## config.mk

```make
export PLATFORM = sky130hd
export DESIGN_NAME = vga_timing_gen
export DESIGN_NICKNAME = d
export VERILOG_FILES = /design/src/rtl/vga_timing_gen.sv
export SDC_FILE = /design/constraint.sdc
export NUM_CORES = 1
export LEC_CHECK = 0
export ABC_AREA = 1
export CELL_PAD_IN_SITES_DETAIL_PLACEMENT = 0
export CELL_PAD_IN_SITES_GLOBAL_PLACEMENT = 1
export CORE_MARGIN = 1.5
export CORE_UTILIZATION = 32
export CTS_CLUSTER_DIAMETER = 200
export DETAILED_ROUTE_END_ITERATION = 7
export GPL_TIMING_DRIVEN = 0
export PLACE_DENSITY = 0.76
export SLEW_MARGIN = 40
export SYNTH_ARGS = -nofsm -noshare
export SYNTH_HDL_FRONTEND = slang
export SYNTH_SLANG_ARGS = --single-unit
```

## constraint.sdc

```tcl
create_clock -name clk -period 1.8 [get_ports clk]
set_input_delay 0.36 -clock clk [delete_from_list [all_inputs] [get_ports clk]]
set_output_delay 0.36 -clock clk [all_outputs]
set_load 0.005 [all_outputs]
```

## src/rtl/vga_timing_gen.sv

```systemverilog
// 640x480@60 VGA raster timing: clock-enable divider, h/v counters, sync/bright
// decode, and line/frame strobes with a wrapping frame counter.
module vga_timing_gen #(
    parameter int CLK_DIV  = 4,
    parameter int H_SYNC   = 96,
    parameter int H_BP     = 48,
    parameter int H_ACTIVE = 640,
    parameter int H_TOTAL  = 800,
    parameter int V_SYNC   = 2,
    parameter int V_BP     = 33,
    parameter int V_ACTIVE = 480,
    parameter int V_TOTAL  = 525
) (
    input  logic        clk,
    input  logic        reset,
    output logic        pix_en,
    output logic [9:0]  hCount,
    output logic [9:0]  vCount,
    output logic        hSync,
    output logic        vSync,
    output logic        bright,
    output logic        line_end,
    output logic        frame_end,
    output logic [15:0] frame_count
);

    localparam int              DIV_W    = (CLK_DIV > 1) ? $clog2(CLK_DIV) : 1;
    localparam logic [DIV_W-1:0] DIV_LAST = DIV_W'(CLK_DIV - 1);
    localparam logic [9:0]      H_LAST   = 10'(H_TOTAL - 1);
    localparam logic [9:0]      V_LAST   = 10'(V_TOTAL - 1);

    // Window test done in 11 bits so an upper bound of 1024 does not wrap.
    function automatic logic in_range(input logic [9:0] c, input int lo, input int hi);
        return ({1'b0, c} >= 11'(lo)) && ({1'b0, c} < 11'(hi));
    endfunction

    logic [DIV_W-1:0] div_q, div_d;
    logic [9:0]       hcount_q, hcount_d;
    logic [9:0]       vcount_q, vcount_d;
    logic [15:0]      frame_count_q, frame_count_d;
    logic             hsync_q, hsync_d;
    logic             vsync_q, vsync_d;
    logic             bright_q, bright_d;
    logic             pix_en_s;
    logic             line_end_s;
    logic             frame_end_s;

    // Pixel strobe and line/frame strobes decoded from registered state.
    always_comb begin
        // Masked during reset so a CLK_DIV of 1 still shows pix_en low while held.
        pix_en_s    = (div_q == DIV_LAST) & ~reset;
        line_end_s  = pix_en_s & (hcount_q == H_LAST);
        frame_end_s = line_end_s & (vcount_q == V_LAST);
    end

    // Next-state for divider, counters and the count-aligned decodes.
    always_comb begin
        div_d         = div_q;
        hcount_d      = hcount_q;
        vcount_d      = vcount_q;
        frame_count_d = frame_count_q;

        if (div_q == DIV_LAST) begin
            div_d = DIV_W'(0);
        end else begin
            div_d = div_q + DIV_W'(1);
        end

        if (pix_en_s) begin
            if (hcount_q == H_LAST) begin
                hcount_d = 10'd0;
                if (vcount_q == V_LAST) begin
                    vcount_d = 10'd0;
                end else begin
                    vcount_d = vcount_q + 10'd1;
                end
            end else begin
                hcount_d = hcount_q + 10'd1;
                vcount_d = vcount_q;
            end
        end else begin
            hcount_d = hcount_q;
            vcount_d = vcount_q;
        end

        if (frame_end_s) begin
            frame_count_d = frame_count_q + 16'd1;
        end else begin
            frame_count_d = frame_count_q;
        end

        // Decoding the next counts keeps sync/bright registered yet in step with the counts.
        hsync_d  = ~in_range(hcount_d, 0, H_SYNC);
        vsync_d  = ~in_range(vcount_d, 0, V_SYNC);
        bright_d = in_range(hcount_d, H_SYNC + H_BP, H_SYNC + H_BP + H_ACTIVE) &
                   in_range(vcount_d, V_SYNC + V_BP, V_SYNC + V_BP + V_ACTIVE);
    end

    // State registers with synchronous reset.
    always_ff @(posedge clk) begin
        if (reset) begin
            div_q         <= DIV_W'(0);
            hcount_q      <= 10'd0;
            vcount_q      <= 10'd0;
            frame_count_q <= 16'd0;
            hsync_q       <= 1'b0;
            vsync_q       <= 1'b0;
            bright_q      <= 1'b0;
        end else begin
            div_q         <= div_d;
            hcount_q      <= hcount_d;
            vcount_q      <= vcount_d;
            frame_count_q <= frame_count_d;
            hsync_q       <= hsync_d;
            vsync_q       <= vsync_d;
            bright_q      <= bright_d;
        end
    end

    assign pix_en      = pix_en_s;
    assign line_end    = line_end_s;
    assign frame_end   = frame_end_s;
    assign hCount      = hcount_q;
    assign vCount      = vcount_q;
    assign frame_count = frame_count_q;
    assign hSync       = hsync_q;
    assign vSync       = vsync_q;
    assign bright      = bright_q;

endmodule
```

Word level (Yosys, flattened, before mapping)
Cells that the tools add are included.
{"block": "classes", "order_cmp": 6, "eq_ne": 3, "mux": 5, "bitwise": 7, "multipliers": 0, "reduce_logical": 3, "addsub": 4, "n_shift": 0, "div_mod_pow": 0}
{"operator": "two-way mux 10 bit", "n": 5}
{"operator": "adder 10 x 1 -> 10 bit (second input constant)", "n": 2}
{"operator": "== test 10 bit (second input constant)", "n": 2}
{"operator": "less-than comparator 10 bit (second input constant)", "n": 2}
{"operator": "adder 16 x 1 -> 16 bit (second input constant)", "n": 1}
{"operator": ">= comparator 10 x 6 -> 1 bit (second input constant)", "n": 1}
{"operator": ">= comparator 10 x 8 -> 1 bit (second input constant)", "n": 1}
{"operator": "less-than comparator 10 x 2 -> 1 bit (second input constant)", "n": 1}
{"operator": "less-than comparator 10 x 7 -> 1 bit (second input constant)", "n": 1}
{"operator": "bitwise AND 1 bit", "n": 4}
{"operator": "inverter 1 bit", "n": 3}
{"operator": "adder 2 x 1 -> 2 bit (second input constant)", "n": 1}
{"operator": "== test 2 bit (second input constant)", "n": 1}
{"operator": "logical AND 1 bit", "n": 2}
{"operator": "OR reduction 2 bit", "n": 1}
{"block": "totals", "n_memories": 0, "output_inout_bits": 42, "wordCells": 35, "inputBits": 2, "ff_bits": 41, "latchBits": 0, "rom_bits": 0, "mem_bits_rw": 0}

Depth between registers and ports, before layout
{"block": "depth", "word_depth": 7, "ltp_mapped": 15, "depth_no_buf": 15}

Worst setup path after synthesis
No wires, ideal clock.
{"block": "synth_path", "kind": "register to register", "start": "register hcount_q[0] (netlist: hCount[0])", "end": "register frame_count_q[13] (netlist: frame_count[13])", "setup_time_ns": 0.113, "stages_incl_launch_ff": 13, "t_arrival_ns": 1.712, "required_time_ns": 1.687, "slack_ns": -0.025, "path_buffers": 0, "period_less_slack_ns": 1.825, "path_cell_list": "dfxtp_1 -> ha_1 -> nand2_1 -> nor2_4 -> nand2_2 -> nor3_4 -> nand2_4 -> nor2_4 -> nand2_2 -> nor2_4 -> nand4_2 -> nor2_1 -> nor2_1"}
{"block": "synth_via", "elab_chain_len": 3}
{"item": "start: declaration", "line_no": "38", "rtl": "logic [9:0] hcount_q, hcount_d;"}
{"item": "start signal: assignment", "line_no": "111", "rtl": "hcount_q <= hcount_d;"}
{"item": "== test 10 bit", "line_no": "52", "rtl": "line_end_s = pix_en_s & (hcount_q == H_LAST);"}
{"item": "bitwise AND 1 bit", "line_no": "52"}
{"item": "net line_end", "line_no": "22", "rtl": "output logic line_end,"}
{"item": "bitwise AND 1 bit", "line_no": "53", "rtl": "frame_end_s = line_end_s & (vcount_q == V_LAST);"}
{"item": "end signal: assignment", "line_no": "113", "rtl": "frame_count_q <= frame_count_d;"}
{"item": "end: declaration", "line_no": "40", "rtl": "logic [15:0] frame_count_q, frame_count_d;"}
The timed path passes the listed nets, and every way through them passes these cells.
A chain may end at the register's enable or synchronous reset.

Worst setup path after layout
{"block": "layout_path", "start": "register hcount_q[1] (netlist: hCount[1])", "end": "output frame_end"}
{"block": "layout_via", "elab_chain_len": 3}
{"item": "== test 10 bit", "line_no": "52"}
{"item": "bitwise AND 1 bit", "line_no": "52"}
{"item": "bitwise AND 1 bit", "line_no": "53"}
{"item": "end: declaration", "line_no": "23", "rtl": "output logic frame_end,"}
Every way passes these cells.

==> metrics.md <==
| Metric | Value |
|---|---|
| Outcome | finished, violations left |
| Failing checks | setup timing |
| FF+latch count, synth | 41 |
| Number of global-route vias before repair | 2312 |
| Final setup fails | 12 |
| First DRT Iteration DRCs | 139 |
| CP Launch Type | flop |
| CTS root buffer | clkbuf_8 |
| Crit share post-route | 106.7% |
| P per Cell Area | 515.9 nW/um2 |
| Initial antenna violation count | 0 |
| Synth warn | 0 |
| WP data required | 1.44 ns |
| Worst-path cell chain | ha_4, nand2_4, nor2_4, nand2_4, nor2_4, nand2_4, nor2_4, buf_2 |
| Synth area leader | dfxtp_1 |
| CTS tree | built |
| Area delta synth->final | 50.08% |
| Global-route wire length before repair | 10.76 mm |
| Post-Route WL | 6.704 mm |
| WHS Path Cells | 2 |
| Final Hold Viols | 0 |
| Total power | 1.758 mW |
| R2R Path Start | hCount[1] |
| Via/cell ratio | 4.775 |
| HPWL Detailed | 4.587 mm |
| RSZ-0062 raised after global routing | yes |
| R2r endpoint | bright |
| Die W | 87.24 um |
| Placement Rows | 30 |
| Slowest CP cell | dfxtp_4 |
| DIE AREA | 7611 um2 |
| Post-DRT Antenna Nets | 0 |
| Top post-synthesis cells by area | dfxtp_1 36%, nand2_1 14%, nor2_1 8.9% |
| DRT Pass-1 Iters | 4 |
| Num CTS Buffers | 5 |
| Worst setup slack after layout | -0.1213 ns |
| Worst Path Buf+Inv | 1 |
| Post-Synthesis Cells | 346 |
| Clk slew on worst S/H paths | 0.09 ns |
| Diode count | 0 |
| Pin count of the biggest net entering global routing | 15 |
| Crit. End Element | output pin |
| Fmax | 520.5 MHz |
| Slowest Stage Delay on Critical Path | 0.37 ns |
| Gr usage total | 18.17% |
| Worst min-delay path class | primary input to flop |
| Worst Hold Path EP | frame_count[10] |
| Clock skew | 0.01273 ns |
| Max_cap viols | 0 |
| DRC viols | 0 |
| Clock Latency Late Sink | 0.30 ns |
| Die H | 87.24 um |
| Syn nets | 353 |
| Final-stage net count | 431 |
| Clock Path Buffers | 2 |
| Max Slew Vio Count | 0 |
| Synth Area per Inst | 6.563 um2 |
| Share of the synthesized area in the top cell type | 36.14% |
| R2R Setup Slk | -0.09 ns |
| Fin crit period | 1.921 ns |
| I/O pin count | 44 |
| CP Class | flop to output pin |
| H-tree levels | 2 |
| Buffers on Ports | 42 |
| Clk sink count | 41 |
| FF-to-FF path depth | 14 |
| Hold-fix buffers, CTS | 0 |
| Worst hold start | reset |
| Area of the mapped netlist | 2271 um2 |
| Gpl congestion | 0.8642 |
| GRT overflow | 0 |
| Synth cell types | 32 |
| Core area | 6832 um2 |
| WL/cell | 12.87 um |
| Sequential area share after synthesis | 36.14% |
| Starting density of the core | 33.24% |
| Worst vdd ir | 0.2909 mV |
| Worst Hold Slack | 0.2502 ns |
| Critical path peak fanout | 5 |
| Top Family by Delay on Critical Path | simple AND/OR/NAND/NOR gates |
| Slew headroom | 62.37% |
| Pin slew with the least headroom to its limit | 0.5644 ns |
| Routed via count | 2488 |
| Post-layout util | 49.89% |
| P_leak | 1.492 nW |
| CP arrival | 1.56 ns |
| Layout cells sized above 1 | 23.76% |
## routing by layer
| layer | vias to the layer above | track usage (%) | share of wire, % |
|---|---|---|---|
| li1 | 1265 | - | - |
| met1 | 1161 | 24.77 | 48 |
| met2 | 54 | 28.67 | 46 |
| met3 | 8 | 4.265 | 4.0 |
| met4 | 0 | 5.051 | 1.3 |
| met5 | - | 0 | 0 |
## how the worst max path moves through the flow
stage              start         endpoint  slack, ns  depth (start not counted)
2_1_floorplan  hCount[0]  frame_count[13]      -0.02                         12
3_3_place_gp   hCount[0]        frame_end      -0.66                          8
4_1_cts        hCount[1]        frame_end      -0.17                          8
5_1_grt        hCount[1]  frame_count[13]      -0.25                         14
3_5_place_dp   hCount[0]        frame_end      -0.65                          8
6_report       hCount[1]        frame_end      -0.12                          8
## through the flow
| step | worst slack, ns | cell area, um2 | setup TNS, ns | instances |
|---|---|---|---|---|
| after floorplan | -0.02284 | 2291 | -0.02284 | 346 |
| after global placement | -0.6571 | 2831 | -3.968 | 484 |
| after detailed placement | -0.6459 | 2831 | -4.123 | 484 |
| after CTS | -0.1660 | 3274 | -0.7649 | 515 |
| after global routing | -0.2478 | 3408 | -2.807 | 521 |
| final | -0.1213 | 3408 | -0.7405 | 521 |
## Yosys cell counts, drive strengths merged
cell and instances:
nor2 61, ha 5, a31oi 1, o21bai 2, dfxtp 41, nor3b 1
o21ai 17, a21oi 13, buf 3, xnor2 1, nand4 12, clkinv 1
nor3 9, nand2 92, clkbuf 2, inv 46, nand3 33, a22oi 1
and3 1, xor2 3, nor4 1
## worst reg2reg max path, delay by kind of cell (launching register included)
kind | cells | cell delay (ns)
buf+inv | 2 | 0.30
flops | 1 | 0.37
fa+ha+maj | 1 | 0.14
simple gates | 11 | 1.00
## cell type report
type / instances / area (um2)
plain buffers: 5 / 35.03
clock buffers: 5 / 68.82
clock inverters: 3 / 46.29
fillers: 708 / 3423
inverters: 47 / 182.7
multi-input cells: 253 / 1465
flip-flops and latches: 41 / 838.3
well taps: 96 / 120.1
repair buffers: 71 / 651.9
## logic make-up (layout without fill, tap and decap cells)
kind of cell / Yosys count / count (layout) / share of synthesized area, %
AOI/OAI and AO/OA: 34 / 34 / 7.879
xor gates and xnor gates: 4 / 4 / 1.543
adders and majority gates: 5 / 5 / 2.755
buffers and inverters: 52 / 131 / 9.091
DFF: 41 / 41 / 36.14
and+or+nand+nor: 210 / 210 / 42.59
## registers in the layout (all words and copies together), names as in the netlist
| name | cells |
|---|---|
| frame_count | 16 |
| hCount | 10 |
| hSync | 1 |
| vSync | 1 |
| vCount | 10 |
| div_q | 2 |
| bright | 1 |
## power breakdown
part | internal, mW | total [mW] | leakage [nW] | switching, mW
logic | 0.0234 | 0.0642 | 1.10 | 0.0408
registers | 0.908 | 0.914 | 0.335 | 0.00580
clock network | 0.416 | 0.780 | 0.0543 | 0.365
## layout by cell type, fill, tap and decap left out, types with 2 or more instances in the layout
cell type        instances
inv_4                    2
o21bai_1                 2
nand2_1                 81
clkbuf_8                 5
dfxtp_4                  4
o21ai_0                  7
nor2_4                  11
buf_2                    2
buf_6                    8
nand3_2                  6
o21ai_2                  2
nand4_1                 11
buf_4                   24
xor2_1                   3
nand3_4                  2
dfxtp_1                 35
nor3_2                   2
clkdlybuf4s50_1         39
dfxtp_2                  2
nor3_4                   2
nand2_2                  6
nor2_2                   6
clkbuf_1                 2
ha_4                     3
nand2_4                  4
inv_1                   43
a21oi_1                 12
nor2_1                  44
nand3_1                 25
o21ai_1                  8
nor3_1                   5
## what timing repair did
| action | in CTS | in global routing |
|---|---|---|
| pin swaps | 18 | 17 |
| buffers inserted | 23 | 7 |
| setup endpoints to repair | 19 | 17 |
| resized for setup | 58 | 27 |
(Power assumes the default switching activity.)
